$ cat src/rtl/pht_ctrl.sv
// pht_ctrl: sequencing controller for a pattern history table of 2-bit
// saturating counters. Accepts branch-resolution updates over valid/ready,
// drives the shared write bus and one-hot enables, runs an init sweep and
// serves a combinational prediction lookup.
// Optional feature macro: PHT_BYPASS_EN (prediction bypass of the in-flight write).
module pht_ctrl #(
  parameter int         ENTRIES    = 16,
  parameter int         INDEX_W    = 4,
  parameter logic [1:0] INIT_STATE = 2'b01
) (
  input  logic                 clk,
  input  logic                 reset,
  input  logic                 upd_valid,
  output logic                 upd_ready,
  input  logic [INDEX_W-1:0]   upd_idx,
  input  logic                 upd_taken,
  output logic                 upd_done,
  input  logic                 init_req,
  output logic                 busy,
  input  logic [2*ENTRIES-1:0] cnt_in,
  output logic [1:0]           reg_inp,
  output logic [ENTRIES-1:0]   en,
  input  logic [INDEX_W-1:0]   pred_idx,
  output logic [1:0]           pred_state,
  output logic                 pred_taken
);

  typedef enum logic [1:0] {IDLE, WRITE, INIT} state_t;

  localparam logic [INDEX_W-1:0] LAST_IDX = INDEX_W'(ENTRIES - 1);
  localparam logic [ENTRIES-1:0] ONE_HOT0 = {{(ENTRIES-1){1'b0}}, 1'b1};

  state_t             state_reg, state_next;
  // Entry being written: the update index in WRITE, the sweep pointer in INIT.
  logic [INDEX_W-1:0] ptr_reg, ptr_next;
  logic [1:0]         reg_inp_reg, reg_inp_next;

  // Unpacked view of the flat counter bus, one 2-bit counter per entry.
  logic [1:0] cnt_arr [ENTRIES];

  generate
    for (genvar gi = 0; gi < ENTRIES; gi++) begin : g_unpack
      assign cnt_arr[gi] = cnt_in[2*gi +: 2];
    end
  endgenerate

  // Saturating counter step: never wraps past 00 or 11.
  function automatic logic [1:0] sat_next(input logic [1:0] cur, input logic taken);
    logic [1:0] res;
    res = cur;
    if (taken) begin
      if (cur != 2'b11) res = cur + 2'b01;
    end else begin
      if (cur != 2'b00) res = cur - 2'b01;
    end
    return res;
  endfunction

  // State, pointer and write-data registers; reset drops any pending write or sweep.
  always_ff @(posedge clk) begin
    if (reset) begin
      state_reg   <= IDLE;
      ptr_reg     <= '0;
      reg_inp_reg <= 2'b00;
    end else begin
      state_reg   <= state_next;
      ptr_reg     <= ptr_next;
      reg_inp_reg <= reg_inp_next;
    end
  end

  // Next-state logic and outputs; enables are decoded from the pointer so they are one-hot or zero.
  always_comb begin
    state_next   = state_reg;
    ptr_next     = ptr_reg;
    reg_inp_next = reg_inp_reg;
    upd_ready    = 1'b0;
    upd_done     = 1'b0;
    busy         = 1'b0;
    en           = '0;
    case (state_reg)
      IDLE: begin
        upd_ready = !init_req;
        if (init_req) begin
          // Sweep wins over a simultaneous update; the update waits.
          state_next   = INIT;
          ptr_next     = '0;
          reg_inp_next = INIT_STATE;
        end else if (upd_valid) begin
          state_next   = WRITE;
          ptr_next     = upd_idx;
          reg_inp_next = sat_next(cnt_arr[upd_idx], upd_taken);
        end
      end
      WRITE: begin
        upd_done   = 1'b1;
        busy       = 1'b1;
        en         = ONE_HOT0 << ptr_reg;
        state_next = IDLE;
      end
      INIT: begin
        busy = 1'b1;
        en   = ONE_HOT0 << ptr_reg;
        if (ptr_reg == LAST_IDX) begin
          state_next = IDLE;
          ptr_next   = '0;
        end else begin
          ptr_next = ptr_reg + 1'b1;
        end
      end
      default: begin
        state_next = IDLE;
        ptr_next   = '0;
      end
    endcase
  end

  assign reg_inp = reg_inp_reg;

  // Prediction lookup; optionally shows the value the table will hold after the next edge.
`ifdef PHT_BYPASS_EN
  assign pred_state = (busy && (pred_idx == ptr_reg)) ? reg_inp_reg : cnt_arr[pred_idx];
`else
  assign pred_state = cnt_arr[pred_idx];
`endif

  assign pred_taken = pred_state[1];

endmodule

$ cat config.mk
export PLATFORM = sky130hd
export DESIGN_NAME = pht_ctrl
export DESIGN_NICKNAME = d
export VERILOG_FILES = /design/src/rtl/pht_ctrl.sv
export SDC_FILE = /design/constraint.sdc
export NUM_CORES = 1
export LEC_CHECK = 0
export CORE_MARGIN = 10
export CORE_UTILIZATION = 34
export DETAILED_ROUTE_END_ITERATION = 6
export PLACE_DENSITY_LB_ADDON = 0.2
export RECOVER_POWER = 100
export SLEW_MARGIN = 20
export SYNTH_ARGS = -nofsm -noshare
export SYNTH_HDL_FRONTEND = slang
export SYNTH_SLANG_ARGS = --single-unit
$ cat constraint.sdc
create_clock -name clk -period 1.7 [get_ports clk]
set_input_delay 0.255 -clock clk [delete_from_list [all_inputs] [get_ports clk]]
set_output_delay 0.255 -clock clk [all_outputs]
set_load 0.005 [all_outputs]
**Word level (Yosys, flattened, before mapping)**

Index checks and enable logic that the tools add are counted.

- Add/subtract/negate cells: 3
- Magnitude comparators: 2
- Equal/unequal tests: 6
- Shift operators: 1
- Multiplexer cells: 23
- Bitwise gates (word level): 3
- Reductions and logical operators: 8

Operators with widths:

| kind | count |
|---|---|
| 2-to-1 mux 2 bit | 12 |
| binary-select mux 2 bit (select 4 bit) | 2 |
| 2-to-1 mux 16 bit | 1 |
| left shift 1 x 4 -> 16 bit, first input constant | 1 |
| 2-to-1 mux 4 bit | 3 |
| one-hot mux 4 bit (3 select lines) | 1 |
| >= comparator 5 bit, second input constant | 2 |
| NOT 4 -> 5 bit | 2 |
| AND reduction 2 bit | 3 |
| adder 4 x 1 -> 4 bit, second input constant | 1 |
| equality test 4 bit, second input constant | 1 |
| != test 2 bit, second input constant | 2 |
| one-hot mux 2 bit (2 select lines) | 1 |
| nonzero test 2 bit | 2 |
| 2-to-1 mux 1 bit | 3 |
| != test 3 bit, second input constant | 1 |
| adder 2 x 1 -> 2 bit, second input constant | 1 |
| equality test 2 x 1 -> 1 bit, second input constant | 1 |
| equality test 2 bit, second input constant | 1 |
| logical NOT 2 bit | 1 |
| OR reduction 2 bit | 1 |
| subtractor 2 x 1 -> 2 bit, second input constant | 1 |
| logical NOT 1 bit | 1 |
| NOT 1 bit | 1 |

- Register bits: 8
- Output and inout port bits: 24

**Logic depth before layout (Yosys ltp)**

Gate-level depths: netlist (run 1).

- Word-level depth: 9
- Gate-level depth with buffers: 8
- Depth with buffers taken out: 7

**Worst setup path before layout (run 1)**

Ideal clock, no wire load.

- Path kind: input to output
- Start point: input port pred_idx[0]
- End point: output port pred_state[1]
- Arrival time: 1.639 ns
- Required time: 1.445 ns
- Path slack: -0.194 ns
- Cell stages on the path: 4
- Buffers on the path: 2
- Path through: buf_2 mux4_2 mux4_2 buf_4

- Longest elaborated chain between the ends: 4

RTL lines:

| element | line | source |
|---|---|---|
| start: declaration | 23 | `input logic [INDEX_W-1:0] pred_idx,` |
| NOT 4 -> 5 bit (not written as such) | 124 | `assign pred_state = cnt_arr[pred_idx];` |
| binary-select mux 2 bit (select 4 bit) | 124 |  |
| 2-to-1 mux 2 bit (not written as such) (2 in a row) | 124 |  |
| end: declaration | 24 | `output logic [1:0] pred_state,` |

No other way between the ends. The select of a mux whose other input is x is not followed.

**Final worst setup path (run 1)**

Ends and elaborated chain as after synthesis.

==> results of run 1 <==
-- how the worst max path moves through the flow --
stage | end | slack, ns | cells past startpoint
5_1_grt | pred_state[1] | -0.17 | 5
4_1_cts | pred_state[1] | -0.16 | 5
6_report | pred_state[1] | -0.16 | 5
2_1_floorplan | pred_state[1] | -0.03 | 4
3_5_place_dp | pred_taken | -0.93 | 5
3_3_place_gp | pred_taken | -0.89 | 5
-- repair_timing --
action	4_1_cts	5_1_grt
gates resized for setup	143	28
cloned	1	0
setup buffers	3	0
hold buffers	0	0
pin swaps	6	4
setup endpoints to repair	23	18
-- cell type report --
class                           count  area, um^2
Timing Repair Buffer               90         830
Multi-Input combinational cell     94         960
Fill cell                         321        1270
Sequential cell                     8         168
Inverter                            9        33.8
Clock buffer                        3        22.5
Tap cell                           46        57.6
-- power by group through the flow --
stage | clock network (mW) | logic (mW) | registers, mW
final | 0.144 | 0.571 | 0.247
after floorplan | 0 | 0.282 | 0.231
after detailed placement | 0 | 0.550 | 0.242
after global placement | 0 | 0.532 | 0.239
after CTS | 0.152 | 0.567 | 0.246
after global routing | 0.165 | 0.621 | 0.251
-- logic make-up after synthesis --
| group | Yosys count |
|---|---|
| xor gates and xnor gates | 1 |
| muxes | 21 |
| adders and majority gates | 11 |
| buffers and inverters | 19 |
| AOI/OAI and AO/OA | 17 |
| and+or+nand+nor | 44 |
| DFF | 8 |
-- synthesized netlist by cell type (all sizes together), types with 2 or more instances --
cell / count / area [um^2]
o21ai: 4 / 20.0
a211oi: 2 / 15.0
clkbuf: 5 / 18.8
o211ai: 2 / 15.0
buf: 5 / 32.5
inv: 9 / 33.8
a21oi: 5 / 25.0
nor3: 4 / 20.0
nand3b: 2 / 15.0
nor2: 17 / 63.8
mux4: 18 / 435
mux2i: 3 / 30.0
and3b: 2 / 17.5
maj3: 2 / 21.3
and3: 2 / 12.5
nand3: 3 / 15.0
ha: 9 / 113
dfxtp: 8 / 160
nand2: 10 / 37.5
-- per-stage QoR --
stage | std cells | hold WS (ns) | total power, mW
3_5_place_dp | 243 | 0.507 | 0.792
6_report | 250 | 0.506 | 0.963
3_3_place_gp | 243 | 0.485 | 0.771
5_1_grt | 250 | 0.551 | 1.04
4_1_cts | 250 | 0.519 | 0.964
2_1_floorplan | 121 | 0.422 | 0.513
-- routing by layer --
| layer | up-vias | part of all wire | GRT usage | wire [um] |
|---|---|---|---|---|
| li1 | 625 | - | - | - |
| met1 | 640 | 0.36 | 0.124 | 1570 |
| met2 | 63 | 0.54 | 0.257 | 2300 |
| met3 | 8 | 0.082 | 0.0541 | 351 |
| met4 | 0 | 0.018 | 0.0538 | 77 |
| met5 | - | 0 | 0 | 0 |
-- worst reg2reg max path, cell delays in order (launching register included) --
cell and delay, ns:
dfxtp_1 0.33, inv_1 0.08, ha_4 0.18, nor2b_1 0.15, a21oi_1 0.14, clkbuf_1 0.27
o211ai_1 0.14, o21ai_0 0.11, nor2_1 0.06
==> impl_results.md, run 1 <==
* Outcome: finished, violations left
* Violated checks: negative setup slack
* Worst path max stage delay at 0.51 ns
* Worst skew pair latency at 0.25 ns
* Syn nets at 175
* Number of synthesized flops with an enable pin at 0
* Routed Wire Length at 4300 um
* Synth Area in Adders at 0.114
* Seq/Total Area, Yosys at 0.137
* Max-slew headroom at 0.777
* Hold Crit Start: reg_inp[1]
* Post-place setup slack at -0.933 ns
* Mux share of post-synthesis cell area at 0.397
* Synth Area in Compound Gates at 0.0928
* First drt pass iteration count at 4
* Clock buffer depth at 2
* FFs w/ async S/R, synth at 0
* First-pass GRT wire length at 6830 um
* CP arrival at 1.60 ns
* Max-cap violations at 0
* Vias in the first global route at 1491
* N_diodes at 0
* Starting Density at 0.351
* PwrDens at 465 nW/um^2
* Vias at 1336
* Final setup fails at 3
* Worst r2r path cells at 8
* Final worst slack at -0.159 ns
* CTS sink count at 8
* Average cell area after synthesis at 9.69 um^2
* Flop2flop setup slack at 0.11 ns
* Final Util at 0.621
* GRT Resource Usage Total at 0.135
* Final HPWL DP at 3660 um
* WP buf/inv at 3
* Worst VDD drop at 0.263 mV
* Fin Setup TNS at -0.425 ns
* Nets at 260
* Int Pwr at 631 uW
* Comb power frac at 0.593
* CP Capture Type: output pin
* Io pins at 69
* Req. time, crit path at 1.44 ns
* Num CTS Buffers at 3
* Reg2reg start: state_reg[0]
* CP Cell Sequence: buf_8, buf_6, mux4_2, mux4_2, buf_2
* Final hold vios at 0
* Register share of total power at 0.257
* CP most frequent cell: mux4_2
* Port Buf Inserts at 68
* Top_reg_cell synth: dfxtp_1
* Wirelength per Cell at 17.2 um
* Max reg flops at 4
* Initial DRC Count at 44
* Dpl cell area at 1990 um^2
* Synth Cell Area at 1170 um^2
* Clock tree from TritonCTS: built
* Fin crit share at 1.09
* DRT antenna net count at 0
* CTS clock-pin slew for the worst setup and hold paths at 0.05 ns
* Slew at the pin with the worst max-slew slack at 0.334 ns
* # H-tree levels at 1
* Worst setup path category: in -> out
* Remaining Overflow, GRT at 0
* Simple logic cell fraction of the synthesized area at 0.179
* Post-Synthesis Cells at 121
* Top delay family on crit path: multiplexers
* Post-Synth XOR/XNOR Area at 0.00747
* Hold path depth at 1
* Slowest cell on crit path: mux4_2
* Die area at 6200 um^2
* Initial antenna violation count at 0
* Switching share of total power at 0.345
* Worst hold path type: reg -> reg
* Yosys reg bits at 8
* GPL Wtd Cong at 0.781
* Main combinational cell family by area after synthesis: multiplexers
* CP max FO at 4
* RSZ-0062 raised after global routing: yes
* Commonest non-fill, non-tap cell in the layout: clkdlybuf4s15_1
* Yosys warnings at 0
* Synthesis-to-layout area growth at 76.6%
* Static Leak at 0.941 nW
* Largest net degree at the start of global routing at 14
* Design area at 2070 um^2
* Hold Crit Endpoint: reg_inp[1]
* Rows at 21
* Psw at 332 uW
* Die Span X at 78.7 um
* Share of cells above drive strength 1 at 0.368
* Crit path time final at 1.86 ns
* Max Slew Vio Count at 0
* Core ar. at 3340 um^2
* Die Y at 78.7 um
* Clock Power Share at 0.150
* Drt drc at 0
* FF-to-FF End: ptr_reg[3]
* Unique masters post-synth at 33
* Worst clock skew at 0.00323 ns
* Startpoint types: input port
* Max frequency at 538 MHz
* Root Driver: clkbuf_4
* DR vias/cell at 5.34
* Commonest cells after routing, fill and taps aside: clkdlybuf4s15_1, mux4_2, dlygate4sd2_1, nor2_1, buf_4
* CP Launch Point: pred_idx[0]
No activity file was read; power rests on OpenSTA's default activity.
==> run 2, diff against run 1 <==
--- a/config.mk
+++ b/config.mk
@@ -7,7 +7,9 @@
 export LEC_CHECK = 0
 export CORE_MARGIN = 10
 export CORE_UTILIZATION = 34
+export CTS_CLUSTER_SIZE = 40
 export DETAILED_ROUTE_END_ITERATION = 6
+export GPL_TIMING_DRIVEN = 0
 export PLACE_DENSITY_LB_ADDON = 0.2
 export RECOVER_POWER = 100
 export SLEW_MARGIN = 20
==> run 2 against run 1 <==
  * Sequential power shrank 5%
  * Power shrank 2.0%
  * Largest cell class unchanged
  * Utilization shrank 5.7 points
  * Critical path depth is the same
  * Largest power group unchanged
  * Wire length shrank 6.3%
  * Worst setup slack lost 0.020 ns
  * Non-clock buffer count shrank 10
  * The run still ends with negative setup slack left
  * Highest routed layer unchanged
==> impl_results.md, run 2 (synthesis results as in run 1) <==
* Startpoint types: input port
* Final HPWL DP at 3380 um (-7.8%)
* Post-Layout Cell Count at 240 (-4.0%)
* Final setup fails at 3 (unchanged)
* Req. time, crit path at 1.44 ns (about the same)
* Die Span X at 78.7 um (unchanged)
* Core ar. at 3340 um^2 (unchanged)
* Design area at 1880 um^2 (-9.2%)
* Commonest cells after routing, fill and taps aside: buf_2, dlygate4sd2_1, nor2_1, mux4_2
* Synthesis-to-layout area growth at 60.4%
* First-pass GRT wire length at 6270 um (-8.2%)
* CP arrival at 1.62 ns (+0.02 ns)
* GPL Wtd Cong at 0.714 (-8.6%)
* Dpl cell area at 1860 um^2 (-6.4%)
* Io pins at 69 (unchanged)
* Root Driver: clkbuf_4
* DR vias/cell at 5.28 (-1.3%)
* Crit. path cell count at 5 (unchanged)
* Final worst slack at -0.179 ns (-0.0200 ns)
* Wirelength per Cell at 16.8 um (-2.4%)
* Worst hold path type: in -> reg
* FF-to-FF End: ptr_reg[2]
* Worst VDD drop at 0.244 mV (-7.3%)
* Remaining Overflow, GRT at 0 (unchanged)
* Starting Density at 0.351 (unchanged)
* Worst clock skew at 0.00437 ns (+0.00113 ns)
* Num CTS Buffers at 3 (unchanged)
* Fin crit share at 1.11 (+0.0118)
* Max reg flops at 4 (unchanged)
* Max layer used: met4
* Wire length on met1 at 1510 um (-3.5%)
* RSZ-0062 raised after global routing: yes
* Drt drc at 0 (unchanged)
* # H-tree levels at 1 (unchanged)
* Worst path max stage delay at 0.53 ns (+0.02 ns)
* Port Buf Inserts at 62 (-8.8%)
* Final Util at 0.564 (-0.0570)
* Die area at 6200 um^2 (unchanged)
* Initial antenna violation count at 0 (unchanged)
* Static Leak at 0.872 nW (-7.3%)
* CP Capture Type: output pin
* Crit path time final at 1.88 ns (+0.0200 ns)
* Slew at the pin with the worst max-slew slack at 0.359 ns (+0.0253 ns)
* WP buf/inv at 3 (unchanged)
* Worst r2r path cells at 10 (+2)
* Clock buffer depth at 2 (unchanged)
* CP max FO at 5 (+1)
* Max-cap violations at 0 (unchanged)
* Vias in the first global route at 1392 (-6.6%)
* Hold Crit Endpoint: state_reg[1]
* Slowest cell on crit path: mux4_2
* Worst skew pair latency at 0.26 ns (about the same)
* CP Cell Sequence: buf_12, mux4_2, mux4_2, buf_6, buf_6
* CTS sink count at 8 (unchanged)
* Largest net degree at the start of global routing at 11 (-3)
* Routed Wire Length at 4030 um (-6.3%)
* PwrDens at 502 nW/um^2 (+7.9%)
* Filler cells at 319 (-0.62%)
* Hold Crit Start: reset
* N_diodes at 0 (unchanged)
* Met2 wire length at 2160 um (-6.0%)
* Outcome: finished, violations left
* Worst setup path category: in -> out
* Routed length on met3 at 331 um (-5.7%)
* GRT Resource Usage Total at 0.121 (-0.0135)
* Nets at 250 (-3.8%)
* Initial DRC Count at 61 (+39%)
* Violated checks: negative setup slack
* Post-place setup slack at -0.811 ns (+0.122 ns)
* Fin Setup TNS at -0.390 ns (+0.0350 ns)
* Clock tree from TritonCTS: built
* Cell Count Post-Placement at 229 (-5.8%)
* Rows at 21 (unchanged)
* First drt pass iteration count at 4 (unchanged)
* CTS clock-pin slew for the worst setup and hold paths at 0.06 ns (about the same)
* Reg2reg start: state_reg[0]
* Max-slew headroom at 0.761 (-0.0162)
* Share of cells above drive strength 1 at 0.423 (+0.0550)
* Max frequency at 532 MHz (-1.1%)
* Commonest non-fill, non-tap cell in the layout: buf_2
* Hold path depth at 2 (+1)
* Flop2flop setup slack at 0.01 ns (-0.10 ns)
* Die Y at 78.7 um (unchanged)
* Max Slew Vio Count at 0 (unchanged)
* DRT antenna net count at 0 (unchanged)
* Vias at 1266 (-5.2%)
* Top delay family on crit path: multiplexers
* Final hold vios at 0 (unchanged)
[run 2: changes by cell type in the layout (fill, tap and decap cells not counted), sizes merged]
cell	before	now
dlymetal6s2s	1	0
clkbuf	10	12
dlygate4sd2	15	20
clkdlybuf4s15	28	3
bufbuf	1	0
buf	30	40
[run 2: report_power, final]
group	switching, mW	leakage, nW	total (mW)	internal, mW
registers	0.0218	0.0677	0.235	0.214
logic	0.242	0.791	0.550	0.308
clock network	0.0767	0.0138	0.158	0.0816
[run 2: per-layer routing]
metal | GRT usage | up-vias
li1 | - | 606
met1 | 0.123 | 603
met2 | 0.228 | 55
met3 | 0.0518 | 2
met4 | 0.0215 | 0
met5 | 0 | -
[run 2: layout make-up]
class,instances,area [um^2],share of cell area
well taps,46,57.6,0.0306
flip-flops and latches,8,168,0.0892
clock buffers,3,22.5,0.0120
inverters,9,33.8,0.0180
plain buffers,10,96.3,0.0512
repair buffers,70,529,0.281
multi-input cells,94,973,0.518
[run 2: through the flow]
| stage | power [mW] | hold slack, ns |
|---|---|---|
| 2_1_floorplan | 0.513 | 0.422 |
| 3_3_place_gp | 0.732 | 0.485 |
| 3_5_place_dp | 0.748 | 0.503 |
| 4_1_cts | 0.929 | 0.336 |
| 5_1_grt | 1.01 | 0.389 |
| 6_report | 0.944 | 0.340 |
[run 2: repair_timing]
item,4_1_cts,5_1_grt
endpoints found under the hold margin,0,0
resized for setup,161,11
hold buffers,0,0
setup buffers,5,3
pin swaps,2,4
setup endpoints to repair,27,17
[run 2: how the worst max path moves through the flow]
stage,slack (ns),end,from
2_1_floorplan,-0.03,pred_state[1],pred_idx[0]
3_3_place_gp,-0.78,pred_state[1],cnt_in[31]
3_5_place_dp,-0.81,pred_state[1],cnt_in[7]
4_1_cts,-0.18,pred_state[1],pred_idx[0]
5_1_grt,-0.20,pred_state[1],pred_idx[0]
6_report,-0.18,pred_state[1],pred_idx[0]
[run 2: worst reg2reg max path: cells and delay by family, from the launching register on]
family | cells | cell delay [ns]
AO/OA/AOI/OAI | 2 | 0.19
adder cells (fa/ha/maj) | 1 | 0.14
buffers and inverters | 4 | 0.61
flip-flops | 1 | 0.33
AND/OR/NAND/NOR | 3 | 0.35
